===== src/rtl/unified_mem_arbiter_pkg.sv =====
// Shared types and default widths for the unified IF/MEM memory arbiter.
package unified_mem_arbiter_pkg;

  localparam int unsigned ADDR_W_DEF   = 32;
  localparam int unsigned DATA_W_DEF   = 32;
  localparam int unsigned MAX_WAIT_DEF = 4;
  localparam int unsigned TIMEOUT_DEF  = 64;

  typedef enum logic [1:0] {
    ST_IDLE   = 2'd0,
    ST_SRV_IF = 2'd1,
    ST_SRV_DM = 2'd2
  } state_e;

  typedef enum logic {
    SEL_IF = 1'b0,
    SEL_DM = 1'b1
  } port_sel_e;

endpackage


===== src/rtl/unified_mem_arbiter_if.sv =====
// Fetch, data and backing-memory signals of the arbiter; slave = arbiter side.
interface unified_mem_arbiter_if
  import unified_mem_arbiter_pkg::*;
#(
  parameter int unsigned ADDR_W = ADDR_W_DEF,
  parameter int unsigned DATA_W = DATA_W_DEF
);
  logic              if_req_i;
  logic [ADDR_W-1:0] if_addr_i;
  logic              if_done_o;
  logic [DATA_W-1:0] if_rdata_o;
  logic              dm_req_i;
  logic              dm_we_i;
  logic [ADDR_W-1:0] dm_addr_i;
  logic [DATA_W-1:0] dm_wdata_i;
  logic              dm_done_o;
  logic [DATA_W-1:0] dm_rdata_o;
  logic              mem_req_o;
  logic              mem_we_o;
  logic [ADDR_W-1:0] mem_addr_o;
  logic [DATA_W-1:0] mem_wdata_o;
  logic              mem_ack_i;
  logic [DATA_W-1:0] mem_rdata_i;
  logic              stall_o;
  logic              err_o;

  modport slave (
    input  if_req_i, if_addr_i, dm_req_i, dm_we_i, dm_addr_i, dm_wdata_i,
           mem_ack_i, mem_rdata_i,
    output if_done_o, if_rdata_o, dm_done_o, dm_rdata_o,
           mem_req_o, mem_we_o, mem_addr_o, mem_wdata_o, stall_o, err_o
  );

  modport master (
    output if_req_i, if_addr_i, dm_req_i, dm_we_i, dm_addr_i, dm_wdata_i,
           mem_ack_i, mem_rdata_i,
    input  if_done_o, if_rdata_o, dm_done_o, dm_rdata_o,
           mem_req_o, mem_we_o, mem_addr_o, mem_wdata_o, stall_o, err_o
  );
endinterface


===== src/rtl/unified_mem_arbiter_arb_priority_sel.sv =====
// Winner select (DM first unless IF has lost MAX_WAIT times in a row) and
// the saturating IF-loss counter, updated only on an actual grant.
module unified_mem_arbiter_arb_priority_sel
  import unified_mem_arbiter_pkg::*;
#(
  parameter int unsigned MAX_WAIT = MAX_WAIT_DEF
) (
  input  logic      clk_i,
  input  logic      rst_n,
  input  logic      arb_en_i,
  input  logic      if_req_i,
  input  logic      dm_req_i,
  output logic      grant_c,
  output port_sel_e sel_c
);

  localparam int unsigned CNT_W = (MAX_WAIT > 0) ? $clog2(MAX_WAIT + 1) : 1;

  logic [CNT_W-1:0] wait_cnt_q, wait_cnt_d;
  logic             force_if;

  always_comb begin
    grant_c    = arb_en_i & (if_req_i | dm_req_i);
    force_if   = if_req_i & (wait_cnt_q == CNT_W'(MAX_WAIT));
    sel_c      = (dm_req_i & ~force_if) ? SEL_DM : SEL_IF;
    wait_cnt_d = wait_cnt_q;
    if (grant_c) begin
      if (sel_c == SEL_IF) begin
        wait_cnt_d = '0;
      end else if (if_req_i && (wait_cnt_q != CNT_W'(MAX_WAIT))) begin
        wait_cnt_d = wait_cnt_q + CNT_W'(1);
      end
    end
  end

  always_ff @(posedge clk_i or negedge rst_n) begin
    if (!rst_n) wait_cnt_q <= '0;
    else        wait_cnt_q <= wait_cnt_d;
  end

endmodule


===== src/rtl/unified_mem_arbiter.sv =====
// Shares one variable-latency memory between fetch and data ports.
// Optional ARB_TIMEOUT_EN: abort an access after TIMEOUT cycles without ack.
module unified_mem_arbiter
  import unified_mem_arbiter_pkg::*;
#(
  parameter int unsigned ADDR_W   = ADDR_W_DEF,
  parameter int unsigned DATA_W   = DATA_W_DEF,
  parameter int unsigned MAX_WAIT = MAX_WAIT_DEF
`ifdef ARB_TIMEOUT_EN
 ,parameter int unsigned TIMEOUT  = TIMEOUT_DEF
`endif
) (
  input  logic                  clk_i,
  input  logic                  rst_n,
  unified_mem_arbiter_if.slave  bus
);

  state_e            state_q, state_d;
  logic              mem_req_q, mem_req_d;
  logic              mem_we_q, mem_we_d;
  logic [ADDR_W-1:0] mem_addr_q, mem_addr_d;
  logic [DATA_W-1:0] mem_wdata_q, mem_wdata_d;
  logic              if_done_q, if_done_d;
  logic              dm_done_q, dm_done_d;
  logic [DATA_W-1:0] if_rdata_q, if_rdata_d;
  logic [DATA_W-1:0] dm_rdata_q, dm_rdata_d;
  logic              arb_en;
  logic              grant_c;
  port_sel_e         sel_c;

`ifdef ARB_TIMEOUT_EN
  localparam int unsigned TO_W = (TIMEOUT > 1) ? $clog2(TIMEOUT) : 1;
  logic [TO_W-1:0] to_cnt_q, to_cnt_d;
  logic            err_q, err_d;
`endif

  // No grant while a done pulses: the finishing requester may still hold req.
  assign arb_en = (state_q == ST_IDLE) & ~if_done_q & ~dm_done_q;

  unified_mem_arbiter_arb_priority_sel #(.MAX_WAIT(MAX_WAIT)) u_sel (
    .clk_i    (clk_i),
    .rst_n    (rst_n),
    .arb_en_i (arb_en),
    .if_req_i (bus.if_req_i),
    .dm_req_i (bus.dm_req_i),
    .grant_c  (grant_c),
    .sel_c    (sel_c)
  );

  always_comb begin
    state_d     = state_q;
    mem_req_d   = mem_req_q;
    mem_we_d    = mem_we_q;
    mem_addr_d  = mem_addr_q;
    mem_wdata_d = mem_wdata_q;
    if_done_d   = 1'b0;
    dm_done_d   = 1'b0;
    if_rdata_d  = if_rdata_q;
    dm_rdata_d  = dm_rdata_q;
`ifdef ARB_TIMEOUT_EN
    to_cnt_d    = to_cnt_q;
    err_d       = 1'b0;
`endif
    case (state_q)
      ST_IDLE: begin
        if (grant_c) begin
          mem_req_d = 1'b1;
`ifdef ARB_TIMEOUT_EN
          to_cnt_d  = '0;
`endif
          if (sel_c == SEL_DM) begin
            mem_we_d    = bus.dm_we_i;
            mem_addr_d  = bus.dm_addr_i;
            mem_wdata_d = bus.dm_wdata_i;
            state_d     = ST_SRV_DM;
          end else begin
            mem_we_d    = 1'b0;
            mem_addr_d  = bus.if_addr_i;
            state_d     = ST_SRV_IF;
          end
        end
      end
      ST_SRV_IF, ST_SRV_DM: begin
        if (bus.mem_ack_i) begin
          mem_req_d = 1'b0;
          state_d   = ST_IDLE;
          if (state_q == ST_SRV_IF) begin
            if_done_d  = 1'b1;
            if_rdata_d = bus.mem_rdata_i;
          end else begin
            dm_done_d  = 1'b1;
            if (!mem_we_q) dm_rdata_d = bus.mem_rdata_i;
          end
        end
`ifdef ARB_TIMEOUT_EN
        // Abort keeps the rdata register; requester sees done with err.
        else if (to_cnt_q == TO_W'(TIMEOUT - 1)) begin
          mem_req_d = 1'b0;
          state_d   = ST_IDLE;
          err_d     = 1'b1;
          if (state_q == ST_SRV_IF) if_done_d = 1'b1;
          else                      dm_done_d = 1'b1;
        end else begin
          to_cnt_d = to_cnt_q + TO_W'(1);
        end
`endif
      end
      default: state_d = ST_IDLE;
    endcase
  end

  always_ff @(posedge clk_i or negedge rst_n) begin
    if (!rst_n) begin
      state_q     <= ST_IDLE;
      mem_req_q   <= 1'b0;
      mem_we_q    <= 1'b0;
      mem_addr_q  <= '0;
      mem_wdata_q <= '0;
      if_done_q   <= 1'b0;
      dm_done_q   <= 1'b0;
      if_rdata_q  <= '0;
      dm_rdata_q  <= '0;
`ifdef ARB_TIMEOUT_EN
      to_cnt_q    <= '0;
      err_q       <= 1'b0;
`endif
    end else begin
      state_q     <= state_d;
      mem_req_q   <= mem_req_d;
      mem_we_q    <= mem_we_d;
      mem_addr_q  <= mem_addr_d;
      mem_wdata_q <= mem_wdata_d;
      if_done_q   <= if_done_d;
      dm_done_q   <= dm_done_d;
      if_rdata_q  <= if_rdata_d;
      dm_rdata_q  <= dm_rdata_d;
`ifdef ARB_TIMEOUT_EN
      to_cnt_q    <= to_cnt_d;
      err_q       <= err_d;
`endif
    end
  end

  assign bus.mem_req_o   = mem_req_q;
  assign bus.mem_we_o    = mem_we_q;
  assign bus.mem_addr_o  = mem_addr_q;
  assign bus.mem_wdata_o = mem_wdata_q;
  assign bus.if_done_o   = if_done_q;
  assign bus.dm_done_o   = dm_done_q;
  assign bus.if_rdata_o  = if_rdata_q;
  assign bus.dm_rdata_o  = dm_rdata_q;
  // Drops in the done cycle so the pipeline advances exactly once.
  assign bus.stall_o     = (bus.if_req_i & ~if_done_q) | (bus.dm_req_i & ~dm_done_q);
`ifdef ARB_TIMEOUT_EN
  assign bus.err_o       = err_q;
`else
  assign bus.err_o       = 1'b0;
`endif

endmodule


===== src/flat_wrapper.sv =====
// flat-port wrapper written by rule: the top's interface ports become plain ports
module unified_mem_arbiter_flat import unified_mem_arbiter_pkg::*;
#(
  parameter int unsigned ADDR_W   = ADDR_W_DEF,
  parameter int unsigned DATA_W   = DATA_W_DEF,
  parameter int unsigned MAX_WAIT = MAX_WAIT_DEF

)
  (clk_i, rst_n, bus_if_req_i, bus_if_addr_i, bus_dm_req_i, bus_dm_we_i, bus_dm_addr_i, bus_dm_wdata_i, bus_mem_ack_i, bus_mem_rdata_i, bus_if_done_o, bus_if_rdata_o, bus_dm_done_o, bus_dm_rdata_o, bus_mem_req_o, bus_mem_we_o, bus_mem_addr_o, bus_mem_wdata_o, bus_stall_o, bus_err_o);
  unified_mem_arbiter_if #(.ADDR_W(ADDR_W), .DATA_W(DATA_W)) bus_i ();
  input  logic clk_i;
  input  logic rst_n;
  input wire logic [$bits(bus_i.if_req_i)-1:0] bus_if_req_i;
  input wire logic [$bits(bus_i.if_addr_i)-1:0] bus_if_addr_i;
  input wire logic [$bits(bus_i.dm_req_i)-1:0] bus_dm_req_i;
  input wire logic [$bits(bus_i.dm_we_i)-1:0] bus_dm_we_i;
  input wire logic [$bits(bus_i.dm_addr_i)-1:0] bus_dm_addr_i;
  input wire logic [$bits(bus_i.dm_wdata_i)-1:0] bus_dm_wdata_i;
  input wire logic [$bits(bus_i.mem_ack_i)-1:0] bus_mem_ack_i;
  input wire logic [$bits(bus_i.mem_rdata_i)-1:0] bus_mem_rdata_i;
  output wire logic [$bits(bus_i.if_done_o)-1:0] bus_if_done_o;
  output wire logic [$bits(bus_i.if_rdata_o)-1:0] bus_if_rdata_o;
  output wire logic [$bits(bus_i.dm_done_o)-1:0] bus_dm_done_o;
  output wire logic [$bits(bus_i.dm_rdata_o)-1:0] bus_dm_rdata_o;
  output wire logic [$bits(bus_i.mem_req_o)-1:0] bus_mem_req_o;
  output wire logic [$bits(bus_i.mem_we_o)-1:0] bus_mem_we_o;
  output wire logic [$bits(bus_i.mem_addr_o)-1:0] bus_mem_addr_o;
  output wire logic [$bits(bus_i.mem_wdata_o)-1:0] bus_mem_wdata_o;
  output wire logic [$bits(bus_i.stall_o)-1:0] bus_stall_o;
  output wire logic [$bits(bus_i.err_o)-1:0] bus_err_o;
  assign bus_i.if_req_i = bus_if_req_i;
  assign bus_i.if_addr_i = bus_if_addr_i;
  assign bus_i.dm_req_i = bus_dm_req_i;
  assign bus_i.dm_we_i = bus_dm_we_i;
  assign bus_i.dm_addr_i = bus_dm_addr_i;
  assign bus_i.dm_wdata_i = bus_dm_wdata_i;
  assign bus_i.mem_ack_i = bus_mem_ack_i;
  assign bus_i.mem_rdata_i = bus_mem_rdata_i;
  assign bus_if_done_o = bus_i.if_done_o;
  assign bus_if_rdata_o = bus_i.if_rdata_o;
  assign bus_dm_done_o = bus_i.dm_done_o;
  assign bus_dm_rdata_o = bus_i.dm_rdata_o;
  assign bus_mem_req_o = bus_i.mem_req_o;
  assign bus_mem_we_o = bus_i.mem_we_o;
  assign bus_mem_addr_o = bus_i.mem_addr_o;
  assign bus_mem_wdata_o = bus_i.mem_wdata_o;
  assign bus_stall_o = bus_i.stall_o;
  assign bus_err_o = bus_i.err_o;
  unified_mem_arbiter #(.ADDR_W(ADDR_W), .DATA_W(DATA_W), .MAX_WAIT(MAX_WAIT)) u_core (.clk_i(clk_i), .rst_n(rst_n), .bus(bus_i));
endmodule

===== config.mk =====
export PLATFORM = sky130hd
export DESIGN_NAME = unified_mem_arbiter_flat
export DESIGN_NICKNAME = d
export VERILOG_FILES = /design/src/rtl/unified_mem_arbiter_pkg.sv /design/src/rtl/unified_mem_arbiter_if.sv /design/src/rtl/unified_mem_arbiter_arb_priority_sel.sv /design/src/rtl/unified_mem_arbiter.sv /design/src/flat_wrapper.sv
export SDC_FILE = /design/constraint.sdc
export NUM_CORES = 1
export LEC_CHECK = 0
export BUFFER_PORTS_ARGS = -buffer_cell sky130_fd_sc_hd__buf_2
export CAP_MARGIN = 20
export CORE_MARGIN = 4
export CORE_UTILIZATION = 30
export DETAILED_ROUTE_END_ITERATION = 7
export HOLD_SLACK_MARGIN = 0.1
export MAX_ROUTING_LAYER = met4
export PLACE_DENSITY = 0.61
export REMOVE_ABC_BUFFERS = 1
export SLEW_MARGIN = 20
export SYNTH_ARGS = -nofsm -noshare
export SYNTH_HDL_FRONTEND = slang
export SYNTH_HIERARCHICAL = 1
export SYNTH_SLANG_ARGS = --single-unit

===== constraint.sdc =====
create_clock -name clk_i -period 3.94 [get_ports clk_i]
set_input_delay 1.182 -clock clk_i [delete_from_list [all_inputs] [get_ports clk_i]]
set_output_delay 1.182 -clock clk_i [all_outputs]
set_load 0.02 [all_outputs]

Word-level counts from Yosys, hierarchy flattened
Cells that the tools add are included.
{ "totals": {"register_bits": 137, "in_bits": 134, "output_inout_bits": 134} }
{ "classes": {"add_sub_neg": 1, "eq_ne": 7, "mux": 18, "n_bitwise": 14, "reduce_logical": 11} }
{ "op_table": {"columns": ["cell", "n"], "rows": [
  ["two-way mux 32 bit", 1],
  ["two-way mux 1 bit", 10],
  ["AND reduction 3 bit", 3],
  ["AND 1 bit", 7],
  ["two-way mux 2 bit", 3],
  ["two-way mux 3 bit", 2],
  ["AND reduction 2 bit", 3],
  ["inverter 1 bit", 5],
  ["inequality test 2 bit (second input constant)", 2],
  ["case mux 2 bit (2 select lines)", 1],
  ["AND reduction 4 bit", 1],
  ["adder 3 x 1 -> 3 bit (second input constant)", 1],
  ["equality test 3 bit (second input constant)", 1],
  ["inequality test 3 bit (second input constant)", 1],
  ["equality test 2 x 1 -> 1 bit (second input constant)", 1],
  ["equality test 2 bit (second input constant)", 1],
  ["logical NOT 2 bit", 1],
  ["inequality test 2 x 1 -> 1 bit (second input constant)", 1],
  ["bitwise OR 1 bit", 2],
  ["case mux 1 bit (2 select lines)", 1],
  ["nonzero test 2 bit", 1],
  ["OR reduction 2 bit", 1],
  ["logical AND 1 bit", 1]
]} }

Logic depth before layout (Yosys ltp)
{ "logic_depth": {"word_depth": 8, "mapped_depth": 9} }

By module
Netlist, hierarchy kept.
{ "by_module_without_submodules": {"columns": ["mod", "n_inst", "cells_per_inst", "area_per_inst_um2", "seq_area_each_um2"], "rows": [
  ["unified_mem_arbiter", 1, 377, 5368.9, 3353.2],
  ["unified_mem_arbiter_arb_priority_sel", 1, 21, 207.7, 75.1]
]} }

Worst setup path before layout
No wires, ideal clock.
{ "synth_timing": {"kind": "in2out", "startpoint": "input bus_if_req_i", "endpoint": "output bus_stall_o", "t_arrival_ns": 1.575, "required_ns": 2.758, "setup_slack_ns": 1.183, "path_stages": 2, "path_buffers": 0, "cell_sequence": "inv_1 -> o22ai_1"} }
{ "synth_between": {"elab_chain_len": 2} }
{ "synth_rtl": {"columns": ["element", "line_no", "source"], "rows": [
  ["start, declared", "flat_wrapper.sv:13", "input wire logic [$bits(bus_i.if_req_i)-1:0] bus_if_req_i;"],
  ["AND 1 bit", "unified_mem_arbiter.sv:153", "assign bus.stall_o = (bus.if_req_i & ~if_done_q) | (bus.dm_req_i & ~dm_done_q);"],
  ["bitwise OR 1 bit", "unified_mem_arbiter.sv:153", null],
  ["end, declared", "flat_wrapper.sv:29", "output wire logic [$bits(bus_i.stall_o)-1:0] bus_stall_o;"]
]} }
Every way passes these cells.

Final worst setup path
Ends and elaborated chain as after synthesis.

==> impl_metrics.xml <==
<?xml version="1.0" encoding="UTF-8"?>
<metrics>
  <group name="floorplan">
    <metric name="fp.dieArea" unit="um2">20830</metric>
    <metric name="core_region_area" unit="um2">18150</metric>
    <metric name="dieWidth" unit="um">144.3</metric>
    <metric name="io_pins" unit="">268</metric>
    <metric name="row_count" unit="">49</metric>
    <metric name="start_util" unit="">0.3073</metric>
    <metric name="die-height" unit="um">144.3</metric>
  </group>
  <group name="placement">
    <metric name="place_hpwl" unit="um">10330</metric>
    <metric name="numPortBuffers" unit="">266</metric>
    <metric name="detailed_place.area" unit="um2">7146</metric>
    <metric name="place.gp.congestion" unit="">0.7431</metric>
    <metric name="dp_slack" unit="ns">0.9997</metric>
  </group>
  <group name="sta">
    <metric name="hold_viol" unit="">0</metric>
    <metric name="timing.final.ws_setup" unit="ns">1.019</metric>
    <metric name="min_period_over_period" unit="">0.7414</metric>
    <metric name="timing.fmax" unit="GHz">0.3423</metric>
    <metric name="maxSlewHeadroom" unit="">0.5989</metric>
    <metric name="final_period_minus_worst_setup_slack" unit="ns">2.921</metric>
    <metric name="grt_setup_unrepaired" unit="">no</metric>
    <metric name="max_slew.worst_pin.slew" unit="ns">0.6016</metric>
    <metric name="setup_violations" unit="">0</metric>
    <metric name="maxSlewViolCount" unit="">0</metric>
    <metric name="finalClockSkew" unit="ns">0.007743</metric>
  </group>
  <group name="critical_path">
    <metric name="worstReg2RegStart" unit="">u_core/state_q[0]</metric>
    <metric name="timing.setup.critical_path_class" unit="">in -&gt; out</metric>
    <metric name="critical_path.startpoint_type" unit="">input port</metric>
    <metric name="timing.critical_path.slowest_cell_delay" unit="ns">0.19</metric>
    <metric name="critPathCaptureType" unit="">primary output</metric>
    <metric name="critical_path_peak_fanout" unit="">7</metric>
    <metric name="cp.buffers_inverters" unit="">3</metric>
    <metric name="critical-path-top-cell-by-count" unit="">buf_2</metric>
    <metric name="slowest_stage" unit="">buf_2</metric>
    <metric name="register_to_register_setup_slack" unit="ns">1.23</metric>
    <metric name="worstRegToRegCells" unit="">7</metric>
    <metric name="timing.critical_path.required" unit="ns">2.76</metric>
    <metric name="cp.arrival" unit="ns">1.74</metric>
    <metric name="reg2reg_to" unit="">u_core/bus.mem_wdata_o[30]</metric>
    <metric name="timing.critical_path.cells" unit="">buf_2 -&gt; inv_1 -&gt; o22ai_1 -&gt; buf_2</metric>
    <metric name="critPathTopFamily" unit="">buffers and inverters</metric>
  </group>
  <group name="synth">
    <metric name="seq_area_frac_synth" unit="">0.6148</metric>
    <metric name="synth.distinct_cells" unit="">33</metric>
    <metric name="post_synthesis_compound_gate_area_fraction" unit="">0.04622</metric>
    <metric name="synth_top_family_by_area" unit="">multiplexers</metric>
    <metric name="synth-edff-count" unit="">0</metric>
    <metric name="synthMuxAreaShare" unit="">0.2549</metric>
    <metric name="yosysWarnings" unit="">6</metric>
    <metric name="syn_avg_cell_area" unit="um2">14.01</metric>
    <metric name="post_synth_inst_count" unit="">398</metric>
    <metric name="ys_seq_elements" unit="">137</metric>
    <metric name="synth_flop_cell" unit="">dfrtp_1</metric>
    <metric name="netlist_area_before_placement" unit="um2">5577</metric>
    <metric name="post_synth_xor_area_fraction" unit="">0</metric>
    <metric name="synth_async_sr_flop_share" unit="">1.000</metric>
    <metric name="synth-simple-area-share" unit="">0.03971</metric>
    <metric name="synth_adder_area_share" unit="">0.01122</metric>
  </group>
  <group name="cells_and_area">
    <metric name="most-common-layout-cells" unit="">buf_2 (265), dfrtp_1 (137), mux2_2 (92), mux2i_1 (34)</metric>
    <metric name="finish.instance_area" unit="um2">7732</metric>
    <metric name="layout.nets" unit="">807</metric>
    <metric name="post_synthesis_to_final_layout_area_growth" unit="%">38.66</metric>
    <metric name="layout.cells.most_common" unit="">buf_2</metric>
    <metric name="finish.utilization" unit="">0.4261</metric>
    <metric name="drive_above_1_share" unit="">0.5932</metric>
  </group>
  <group name="cts">
    <metric name="post_cts_resized" unit="">0</metric>
    <metric name="clock-root-buffer" unit="">clkbuf_16</metric>
    <metric name="insertion_delay_of_the_later_clocked_pin_in_the_worst_skew_pair" unit="ns">0.41</metric>
    <metric name="clk_pin_slew" unit="ns">0.06</metric>
    <metric name="cts_tree" unit="">yes</metric>
    <metric name="tritoncts.num_buffers" unit="">17</metric>
    <metric name="tritoncts_num_sinks" unit="">137</metric>
    <metric name="cts_post_setup_buffers_inserted" unit="">0</metric>
    <metric name="clockBufferDepth" unit="">2</metric>
    <metric name="hold_buffers" unit="">0</metric>
    <metric name="htree_levels" unit="">4</metric>
  </group>
  <group name="global_route">
    <metric name="total_global_route_track_usage" unit="">0.1341</metric>
    <metric name="remaining_global_route_overflow" unit="">0</metric>
    <metric name="grt_util_met2" unit="">0.2219</metric>
    <metric name="grt-busiest-layer" unit="">met2</metric>
    <metric name="largest_net_degree_at_the_start_of_global_routing" unit="">68</metric>
    <metric name="groute.layer.met3.usage" unit="">0.04431</metric>
    <metric name="global_route.usage.met1" unit="">0.1534</metric>
    <metric name="first_global_vias" unit="">4326</metric>
    <metric name="antenna_found_initial" unit="">1</metric>
    <metric name="first_pass_grt_wire_length" unit="um">21370</metric>
  </group>
  <group name="worst_hold_path">
    <metric name="hold-path-endpoint" unit="">u_core/bus.dm_rdata_o[30]</metric>
    <metric name="hold_wc_startpoint" unit="">u_core/bus.dm_rdata_o[30]</metric>
    <metric name="holdCritPathClass" unit="">reg -&gt; reg</metric>
    <metric name="hold-path-cell-count" unit="">1</metric>
  </group>
  <group name="route">
    <metric name="route.vias.total" unit="">4042</metric>
    <metric name="vias_per_cell" unit="">4.437</metric>
    <metric name="routed_wire_length_per_instance" unit="um">15.20</metric>
    <metric name="iteration_0_drc_markers" unit="">106</metric>
    <metric name="final_antenna_net_count" unit="">0</metric>
    <metric name="drc" unit="">0</metric>
    <metric name="routed_wl" unit="um">13850</metric>
    <metric name="first_pass_iters" unit="">4</metric>
  </group>
  <group name="status">
    <metric name="run_status" unit="">finished, final reports clean</metric>
  </group>
  <group name="power_and_ir_drop">
    <metric name="totalPowerFinal" unit="mW">7.124</metric>
    <metric name="cellLeakagePower" unit="nW">3.840</metric>
    <metric name="vdd.ir_drop.worst" unit="uV">393.7</metric>
    <metric name="power_density_normalized_to_cell_area" unit="nW/um2">921.3</metric>
  </group>
  <group name="job">
    <metric name="cap_viol_max_count" unit="">0</metric>
  </group>
</metrics>
-- metal layers --
layer	routed length, um	share of wire
met5	0	0
met1	5541	0.40
met2	6934	0.50
met3	1201	0.087
met4	172	0.012
-- worst max path at each step --
stage                 start                         end  slack, ns  cells past startpoint
5_1_grt        bus_if_req_i                 bus_stall_o       0.96                      4
2_1_floorplan  bus_if_req_i  u_core/bus.mem_wdata_o[27]      -2.19                      3
4_1_cts        bus_if_req_i                 bus_stall_o       1.00                      4
3_3_place_gp   bus_if_req_i                 bus_stall_o       0.99                      4
6_report       bus_if_req_i                 bus_stall_o       1.02                      4
3_5_place_dp   bus_if_req_i                 bus_stall_o        1.0                      4
-- cell families after synthesis --
family	Yosys count
buf+inv	34
compound gates	45
mux	130
other cells	1
flops	137
fa+ha+maj	5
simple gates	46
-- through the flow --
step / hold WS [ns] / setup TNS, ns / instances
after global routing: 0.5056 / 0 / 911
final: 0.4895 / 0 / 911
after CTS: 0.4951 / 0 / 910
after floorplan: 0.4658 / -88.25 / 376
after detailed placement: 0.4773 / 0 / 878
after global placement: 0.4700 / 0 / 878
-- final cells by class --
type | instances | area (um2)
clock inverters | 14 | 145.1
clock buffers | 18 | 439.2
diodes | 1 | 2.502
flip-flops and latches | 137 | 3428
well taps | 229 | 286.5
inverters | 12 | 45.04
fillers | 1716 | 10420
multi-input cells | 227 | 1983
repair buffers | 273 | 1403
-- flip-flops by register name, indices dropped and copies added (netlist names), 2 cells and up --
signal	flops
u_core/bus.mem_wdata_o	32
u_core/bus.mem_addr_o	32
u_core/state_q	2
u_core/bus.dm_rdata_o	32
u_core/u_sel/wait_cnt_q	3
u_core/bus.if_rdata_o	32
-- Yosys cell counts, drive strengths merged (2+ instances only) --
library cell / count / area, um2
nand2: 3 / 13.77
ha: 5 / 62.56
mux2: 96 / 1081
a21boi: 2 / 15.01
nand2b: 2 / 12.51
nand3: 2 / 15.01
inv: 12 / 45.04
and2: 2 / 13.77
buf: 22 / 136.4
a21oi: 33 / 165.2
mux2i: 34 / 340.3
nor2: 33 / 123.9
o21ai: 2 / 10.01
dfrtp: 137 / 3428
-- where the power goes --
part	internal (mW)	switching, mW	leakage, nW	total, mW
registers	2.12	0.352	1.60	2.47
logic	1.25	1.83	1.95	3.08
clock network	0.952	0.620	0.291	1.57
total	4.32	2.80	3.84	7.12
Power figures use the tool's default switching activity.
